**src/rtl/sprite_pkg.sv**
```systemverilog
// sprite_pkg
//   Shared definitions for the sprite line multiplexer:
//   - channel FSM state encoding
//   - default values for the channel count, sprite width and pixel depth
//   - helper for index widths that stay legal when there is only one channel
package sprite_pkg;

    typedef enum logic [1:0] {
        ST_IDLE  = 2'd0,
        ST_ARMED = 2'd1,
        ST_DRAW  = 2'd2,
        ST_DONE  = 2'd3
    } chan_state_t;

    localparam int DEF_NSPR = 4;
    localparam int DEF_SPW  = 16;
    localparam int DEF_BPP  = 2;

    // Rightmost screen column; drawing never wraps past it.
    localparam logic [8:0] X_LAST = 9'd511;

    // Width of a channel index; a single channel still gets a 1-bit index.
    function automatic int idx_w(input int n);
        return (n > 1) ? $clog2(n) : 1;
    endfunction

endpackage

```
**src/rtl/sprite_chan.sv**
```systemverilog
// sprite_chan
//   One sprite channel: a shadow descriptor written by loads, an active
//   descriptor copied from it at line_start, and the IDLE/ARMED/DRAW/DONE
//   sequencer that steps through the row with a 1/8-pixel accumulator.
// Ports
//   clk, rst         clock, asynchronous active-high reset
//   line_start       copies shadow to active and re-arms the channel
//   pix_en, pixel_x  pixel strobe and current screen column
//   wr               write strobe for the shadow descriptor
//   wr_data/posx/step/flip/vis  shadow descriptor fields
//   pix              this channel's pixel for the current sample (0 = none)
module sprite_chan
    import sprite_pkg::*;
#(
    parameter int SPW = DEF_SPW,
    parameter int BPP = DEF_BPP
) (
    input  logic               clk,
    input  logic               rst,
    input  logic               line_start,
    input  logic               pix_en,
    input  logic [8:0]         pixel_x,
    input  logic               wr,
    input  logic [SPW*BPP-1:0] wr_data,
    input  logic [8:0]         wr_posx,
    input  logic [3:0]         wr_step,
    input  logic               wr_flip,
    input  logic               wr_vis,
    output logic [BPP-1:0]     pix
);

    localparam int IXW = $clog2(SPW);
    // Index bits above 3 fractional bits, plus a carry bit that marks "past the row".
    localparam int AW  = IXW + 4;

    logic [SPW*BPP-1:0] sh_data, act_data;
    logic [8:0]         sh_posx, act_posx;
    logic [3:0]         sh_step, act_step;
    logic               sh_flip, act_flip;
    logic               sh_vis;

    chan_state_t        state;
    logic [AW-1:0]      acc;
    logic [AW-1:0]      acc_cur;
    logic [AW-1:0]      acc_nxt;
    logic [IXW-1:0]     pix_idx;
    logic [IXW-1:0]     slot;
    int unsigned        bit_lo;
    logic               start_hit;
    logic               last;

    // Shadow descriptor: only loads touch it.
    always_ff @(posedge clk or posedge rst) begin
        if (rst) begin
            sh_data <= '0;
            sh_posx <= '0;
            sh_step <= '0;
            sh_flip <= 1'b0;
            sh_vis  <= 1'b0;
        end else if (wr) begin
            sh_data <= wr_data;
            sh_posx <= wr_posx;
            sh_step <= wr_step;
            sh_flip <= wr_flip;
            sh_vis  <= wr_vis;
        end
    end

    // The first pixel is shown in the very sample that starts the sprite, so
    // the accumulator value used for a sample is 0 on that sample and the
    // stored acc afterwards; the register always holds the next sample's value.
    always_comb begin
        start_hit = (state == ST_ARMED) && pix_en && (pixel_x == act_posx)
                    && (act_step != '0);
        acc_cur   = (state == ST_DRAW) ? acc : '0;
        acc_nxt   = acc_cur + AW'(act_step);
        pix_idx   = acc_cur[AW-2:3];
        // Pixel 0 sits in the MSBs, so the slot counted from the LSB end is
        // the inverted index when unflipped and the index itself when flipped.
        slot      = act_flip ? pix_idx : ~pix_idx;
        bit_lo    = 32'(slot) * BPP;
        last      = acc_nxt[AW-1] || (pixel_x == X_LAST);
        pix       = '0;
        if (start_hit || (state == ST_DRAW)) begin
            pix = act_data[bit_lo +: BPP];
        end
    end

    always_ff @(posedge clk or posedge rst) begin
        if (rst) begin
            state    <= ST_IDLE;
            acc      <= '0;
            act_data <= '0;
            act_posx <= '0;
            act_step <= '0;
            act_flip <= 1'b0;
        end else if (line_start) begin
            act_data <= sh_data;
            act_posx <= sh_posx;
            act_step <= sh_step;
            act_flip <= sh_flip;
            acc      <= '0;
            state    <= sh_vis ? ST_ARMED : ST_IDLE;
        end else begin
            case (state)
                ST_ARMED: begin
                    if (start_hit) begin
                        acc   <= acc_nxt;
                        state <= last ? ST_DONE : ST_DRAW;
                    end
                end
                ST_DRAW: begin
                    if (pix_en) begin
                        acc <= acc_nxt;
                        if (last) begin
                            state <= ST_DONE;
                        end
                    end
                end
                default: ;
            endcase
        end
    end

endmodule

```
**src/rtl/sprite_line_mux.sv**
```systemverilog
// sprite_line_mux
//   Per-line sprite engine: NSPR channels each produce a pixel per sample;
//   the lowest-indexed non-transparent channel wins. Outputs are registered
//   on pix_en, and a sticky collision flag is kept for the current line.
// Ports
//   clk, rst              clock, asynchronous active-high reset
//   line_start            start of horizontal blank; swaps shadow -> active
//   pix_en, pixel_x       pixel strobe and current half-resolution column
//   ld_valid/ld_ready     descriptor load handshake (ready low on line_start)
//   ld_idx, ld_data, ld_posx, ld_step, ld_flip, ld_en   descriptor fields
//   col, spr_id, hit      winning colour, channel and non-zero flag
//   coll                  two or more channels opaque in one sample this line
module sprite_line_mux
    import sprite_pkg::*;
#(
    parameter int NSPR = DEF_NSPR,
    parameter int SPW  = DEF_SPW,
    parameter int BPP  = DEF_BPP
) (
    input  logic                     clk,
    input  logic                     rst,
    input  logic                     line_start,
    input  logic                     pix_en,
    input  logic [8:0]               pixel_x,
    input  logic                     ld_valid,
    output logic                     ld_ready,
    input  logic [idx_w(NSPR)-1:0]   ld_idx,
    input  logic [SPW*BPP-1:0]       ld_data,
    input  logic [8:0]               ld_posx,
    input  logic [3:0]               ld_step,
    input  logic                     ld_flip,
    input  logic                     ld_en,
    output logic [BPP-1:0]           col,
    output logic [idx_w(NSPR)-1:0]   spr_id,
    output logic                     hit,
    output logic                     coll
);

    localparam int IW = idx_w(NSPR);

    logic           ld_fire;
    logic [BPP-1:0] pix [NSPR];
    logic [BPP-1:0] win_col;
    logic [IW-1:0]  win_id;
    logic           found;
    logic           multi;

    // Loads are refused during the swap cycle so a write can never race it.
    assign ld_ready = ~line_start;
    assign ld_fire  = ld_valid & ld_ready;

    for (genvar g = 0; g < NSPR; g++) begin : g_chan
        sprite_chan #(
            .SPW (SPW),
            .BPP (BPP)
        ) u_chan (
            .clk        (clk),
            .rst        (rst),
            .line_start (line_start),
            .pix_en     (pix_en),
            .pixel_x    (pixel_x),
            .wr         (ld_fire && (ld_idx == IW'(g))),
            .wr_data    (ld_data),
            .wr_posx    (ld_posx),
            .wr_step    (ld_step),
            .wr_flip    (ld_flip),
            .wr_vis     (ld_en),
            .pix        (pix[g])
        );
    end

    // Fixed priority: lowest index wins; a second opaque channel is a collision.
    always_comb begin
        win_col = '0;
        win_id  = '0;
        found   = 1'b0;
        multi   = 1'b0;
        for (int unsigned i = 0; i < NSPR; i++) begin
            if (pix[i] != '0) begin
                if (found) begin
                    multi = 1'b1;
                end else begin
                    found   = 1'b1;
                    win_col = pix[i];
                    win_id  = IW'(i);
                end
            end
        end
    end

    always_ff @(posedge clk or posedge rst) begin
        if (rst) begin
            col    <= '0;
            spr_id <= '0;
            hit    <= 1'b0;
            coll   <= 1'b0;
        end else begin
            if (pix_en) begin
                col    <= win_col;
                spr_id <= win_id;
                hit    <= found;
            end
            // Clear has priority over a same-cycle set.
            if (line_start) begin
                coll <= 1'b0;
            end else if (pix_en && multi) begin
                coll <= 1'b1;
            end
        end
    end

endmodule
```
**config.mk**
```make
export PLATFORM = sky130hd
export DESIGN_NAME = sprite_line_mux
export DESIGN_NICKNAME = d
export VERILOG_FILES = /design/src/rtl/sprite_pkg.sv /design/src/rtl/sprite_chan.sv /design/src/rtl/sprite_line_mux.sv
export SDC_FILE = /design/constraint.sdc
export NUM_CORES = 1
export LEC_CHECK = 0
export CORE_MARGIN = 4
export CORE_UTILIZATION = 53
export DETAILED_ROUTE_END_ITERATION = 8
export DONT_BUFFER_PORTS = 1
export GPL_TIMING_DRIVEN = 0
export MAX_ROUTING_LAYER = met4
export PLACE_DENSITY = 0.68
export SYNTH_ARGS = -nofsm -noshare
export SYNTH_HDL_FRONTEND = slang
export SYNTH_HIERARCHICAL = 1
export SYNTH_SLANG_ARGS = --single-unit
```
**constraint.sdc**
```tcl
create_clock -name clk -period 7.5 [get_ports clk]
set_input_delay 0.375 -clock clk [delete_from_list [all_inputs] [get_ports clk]]
set_output_delay 0.375 -clock clk [all_outputs]
set_load 0.05 [all_outputs]
```
==> run_summary.xml <==
<?xml version="1.0" encoding="UTF-8"?>
<metrics>
  <group name="floorplan">
    <metric name="ios" unit="">70</metric>
    <metric name="die_y" unit="um">205</metric>
    <metric name="core.rowCount" unit="">71</metric>
    <metric name="floorplan.die_area" unit="mm2">0.0420</metric>
    <metric name="design.core.area" unit="mm2">0.0379</metric>
    <metric name="initial_core_util" unit="">0.542</metric>
    <metric name="die_w" unit="um">205</metric>
  </group>
  <group name="worst_hold_path">
    <metric name="min-delay-path-class" unit="">in2reg</metric>
  </group>
  <group name="clock_network">
    <metric name="tritoncts" unit="">yes</metric>
    <metric name="cts.sink_count" unit="">418</metric>
    <metric name="cts_max_path_buffers" unit="">3</metric>
    <metric name="tritoncts.num_buffers" unit="">45</metric>
    <metric name="insertion_delay" unit="ps">580</metric>
    <metric name="postCtsResizedCells" unit="">0</metric>
    <metric name="cts_root_buf" unit="">clkbuf_16</metric>
    <metric name="clkTransAtPathRegs" unit="ps">60</metric>
    <metric name="htreeDepth" unit="">2</metric>
  </group>
  <group name="yosys">
    <metric name="postSynthRegisterBits" unit="">418</metric>
    <metric name="yosys-top-cells-area" unit="">dfrtp_1 51%, mux2_2 20%, mux2i_1 2.2%, xor2_1 1.7%, nand2_1 1.6%</metric>
    <metric name="ys_types" unit="">73</metric>
    <metric name="synth-edff-count" unit="">0</metric>
    <metric name="yosysSeqAreaShare" unit="">0.509</metric>
    <metric name="synthesis.instances" unit="">1684</metric>
    <metric name="synth-async-reset-ratio" unit="">1.00</metric>
    <metric name="netlist.top_cell.by_area" unit="">dfrtp_1</metric>
    <metric name="synth_fp_nets" unit="">1767</metric>
    <metric name="synth_top_area_frac" unit="">0.509</metric>
    <metric name="post_synth_instance_area" unit="mm2">0.0206</metric>
    <metric name="syn_area_per_cell" unit="um2">12.2</metric>
    <metric name="yosysWarningCount" unit="">6</metric>
    <metric name="yosys_most_used_dff" unit="">dfrtp_1</metric>
  </group>
  <group name="route">
    <metric name="route.antenna.remaining_nets" unit="">0</metric>
    <metric name="route.vias.total" unit="">14400</metric>
    <metric name="wirelength" unit="mm">57.7</metric>
    <metric name="routed_via_density" unit="">6.18</metric>
    <metric name="detail_route.first_pass.iterations" unit="">5</metric>
    <metric name="drt-initial-drc-count" unit="">1159</metric>
    <metric name="drc_errors" unit="">0</metric>
    <metric name="avgRoutedWirePerCell" unit="um">24.7</metric>
  </group>
  <group name="timing">
    <metric name="clock_skew" unit="ps">21.7</metric>
    <metric name="drv_slew" unit="">0</metric>
    <metric name="rsz_0062_raised_after_global_routing" unit="">false</metric>
    <metric name="hold_violations" unit="">0</metric>
    <metric name="final_min_period_over_clock_period" unit="">0.447</metric>
    <metric name="setup_viol" unit="">0</metric>
    <metric name="setup_tns" unit="ps">0</metric>
    <metric name="final.min_clock_period" unit="ps">3350</metric>
    <metric name="slew_headroom" unit="">0.0671</metric>
    <metric name="slew_of_the_pin_with_the_lowest_slew_margin" unit="ps">1380</metric>
    <metric name="achievable-frequency" unit="MHz">298</metric>
  </group>
  <group name="worst_setup_path">
    <metric name="cpMostUsedCell" unit="">o21ai_0</metric>
    <metric name="critical-path-slowest-cell" unit="">nor3_1</metric>
    <metric name="path_max_fanout" unit="">10</metric>
    <metric name="cp.required" unit="ps">7990</metric>
    <metric name="timing.critical_path.slowest_cell_delay" unit="ps">890</metric>
    <metric name="worst_setup_path_end_kind" unit="">register</metric>
    <metric name="critical_path_arrival" unit="ps">3840</metric>
    <metric name="timing_worst_setup_path_type" unit="">reg2reg</metric>
    <metric name="timing.critical_path.cells" unit="">nor2b_1 &gt; buf_2 &gt; buf_1 &gt; o31ai_1 &gt; o21ai_0 &gt; o21ai_0 &gt; nor3_1 &gt; nor2b_1 &gt; o21ai_0 &gt; a41oi_1</metric>
    <metric name="critical_path.startpoint_type" unit="">register</metric>
  </group>
  <group name="grt">
    <metric name="antenna_found_initial" unit="">5</metric>
    <metric name="gr-usage-met3" unit="">0.0526</metric>
    <metric name="grt_busiest_layer" unit="">met2</metric>
    <metric name="grt_pass1_vias" unit="">14400</metric>
    <metric name="global_route_wire_length_before_repair" unit="mm">88.7</metric>
    <metric name="grt_max_degree" unit="">65</metric>
    <metric name="globalRouteOverflowTotal" unit="">0</metric>
    <metric name="grt_usage" unit="">0.285</metric>
    <metric name="grtUsageMet1" unit="">0.387</metric>
    <metric name="grt_util_met2" unit="">0.439</metric>
  </group>
  <group name="job">
    <metric name="drv.max_cap_violation_count" unit="">0</metric>
  </group>
  <group name="cells_and_area">
    <metric name="nFillCells" unit="">3046</metric>
    <metric name="multiInputGateArea" unit="mm2">0.00947</metric>
    <metric name="design_area" unit="mm2">0.0233</metric>
    <metric name="mostFrequentLayoutCells" unit="">418 x dfrtp_1, 371 x mux2_2, 90 x nand2_1</metric>
    <metric name="drive_gt1_frac" unit="">0.285</metric>
    <metric name="layout.area.seq" unit="mm2">0.0105</metric>
    <metric name="layout.cells.most_common" unit="">dfrtp_1</metric>
    <metric name="design.final.nets" unit="">1867</metric>
    <metric name="layout-area-overhead-vs-synth" unit="%">13.5</metric>
    <metric name="utilization" unit="">0.615</metric>
  </group>
  <group name="placement">
    <metric name="hpwl_dp" unit="mm">39.5</metric>
    <metric name="place.port_buffers" unit="">0</metric>
    <metric name="placedInstanceArea" unit="mm2">0.0213</metric>
    <metric name="globalplace.congestion" unit="">0.929</metric>
  </group>
  <group name="power_and_ir_drop">
    <metric name="static-leakage-power" unit="nW">9.75</metric>
    <metric name="vdd_drop_max" unit="mV">0.176</metric>
    <metric name="power-per-cell-area" unit="mW/mm2">278</metric>
  </group>
  <group name="run_status">
    <metric name="outcome" unit="">completed</metric>
  </group>
</metrics>
critical path: cells and delay by family (launching register included):
kind,cells,cell delay [ps]
AO/OA/AOI/OAI,5,800
buffers and inverters,2,700
flip-flops,1,410
AND/OR/NAND/NOR,3,1330
area by class of cell:
cell class	count	area share
repair buffers	53	0.0257
clock inverters	21	0.00938
flip-flops and latches	418	0.448
well taps	511	0.0274
inverters	40	0.00686
plain buffers	105	0.0205
diodes	7	0.000751
multi-input cells	1121	0.406
clock buffers	61	0.0552
cells by family (layout without fill, tap and decap cells):
logic type / Yosys count / count (layout) / synth area share
adder cells (fa/ha/maj): 20 / 20 / 0.0136
AND/OR/NAND/NOR: 346 / 346 / 0.0862
AO/OA/AOI/OAI: 269 / 269 / 0.0937
flip-flops: 418 / 418 / 0.509
other: 0 / 7 / 0
buffers and inverters: 145 / 280 / 0.0306
multiplexers: 433 / 433 / 0.244
XOR/XNOR: 53 / 53 / 0.0229
layer usage:
layer	vias up	wire length, um
met5	-	0
met4	0	2150
met3	117	3670
met2	465	26800
met1	7501	25000
li1	6363	-
final timing paths:
kind | cells after the start | startpoint | slack (ps) | endpoint
hold / removal | 2 | pix_en | 50 | g_chan[1].u_chan/acc[6]
setup reg to reg | 10 | g_chan[2].u_chan/state[1] | 4150 | col[1]
hold reg to reg | 2 | g_chan[0].u_chan/sh_data[28] | 480 | g_chan[0].u_chan/act_data[28]
min in group asynchronous | 2 | rst | 470 | col[0]
setup / recovery | 10 | g_chan[2].u_chan/state[1] | 4150 | col[1]
max in group asynchronous | 3 | rst | 6160 | g_chan[2].u_chan/act_posx[3]
state kept, by name (all words and copies together) (netlist names):
signal and count:
col 2, coll 1, g_chan.u_chan/acc 32, g_chan.u_chan/act_data 128, g_chan.u_chan/act_flip 4, g_chan.u_chan/act_posx 36
g_chan.u_chan/act_step 16, g_chan.u_chan/sh_data 128, g_chan.u_chan/sh_flip 4, g_chan.u_chan/sh_posx 36, g_chan.u_chan/sh_step 16, g_chan.u_chan/sh_vis 4
g_chan.u_chan/state 8, hit 1, spr_id 2
synth_stat cells (6+ instances only):
cell type  instances
o22ai_1           15
xor2_1            40
nor3b_1            9
nor4_1            16
o211ai_1          11
a221oi_1          10
nor2b_1           19
o21ai_0           57
xnor2_1           12
buf_2             30
a22oi_1            7
mux4_2            10
a41oi_1            7
nand4_1           10
a22o_1             6
dfrtp_1          418
nand3b_1           9
mux4_1             6
nand3_1           35
a311o_1            6
a311oi_1          11
buf_6              6
ha_1              16
and2_1            15
a211oi_1          10
a31oi_1            9
o31ai_1            9
nor3_1            26
a21o_1             7
clkbuf_1          58
mux2_2           371
nand2_1           90
a21oi_1           51
nor2_1            63
buf_1             10
nand2b_1          35
inv_1             39
mux2i_1           46
what timing repair did:
| action | 4_1_cts | 5_1_grt |
|---|---|---|
| setup buffers | 0 | 0 |
| endpoints found under the hold margin | 367 | 0 |
| hold buffers | 49 | 0 |
stage by stage:
step	hold WS, ps	instances	setup WS [ps]	total power, mW
2_1_floorplan	166	1684	4420	3.89
4_1_cts	19.0	2330	4200	6.53
6_report	51.0	2337	4150	6.49
3_3_place_gp	186	2195	3290	4.12
5_1_grt	38.2	2332	4040	6.81
3_5_place_dp	193	2199	4210	4.19
report_power, final:
part | total [mW] | internal, mW | switching [mW]
Sequential | 3.10 | 2.75 | 0.348
Combinational | 1.13 | 0.631 | 0.503
Clock | 2.26 | 1.34 | 0.917
Power figures use the tool's default switching activity.
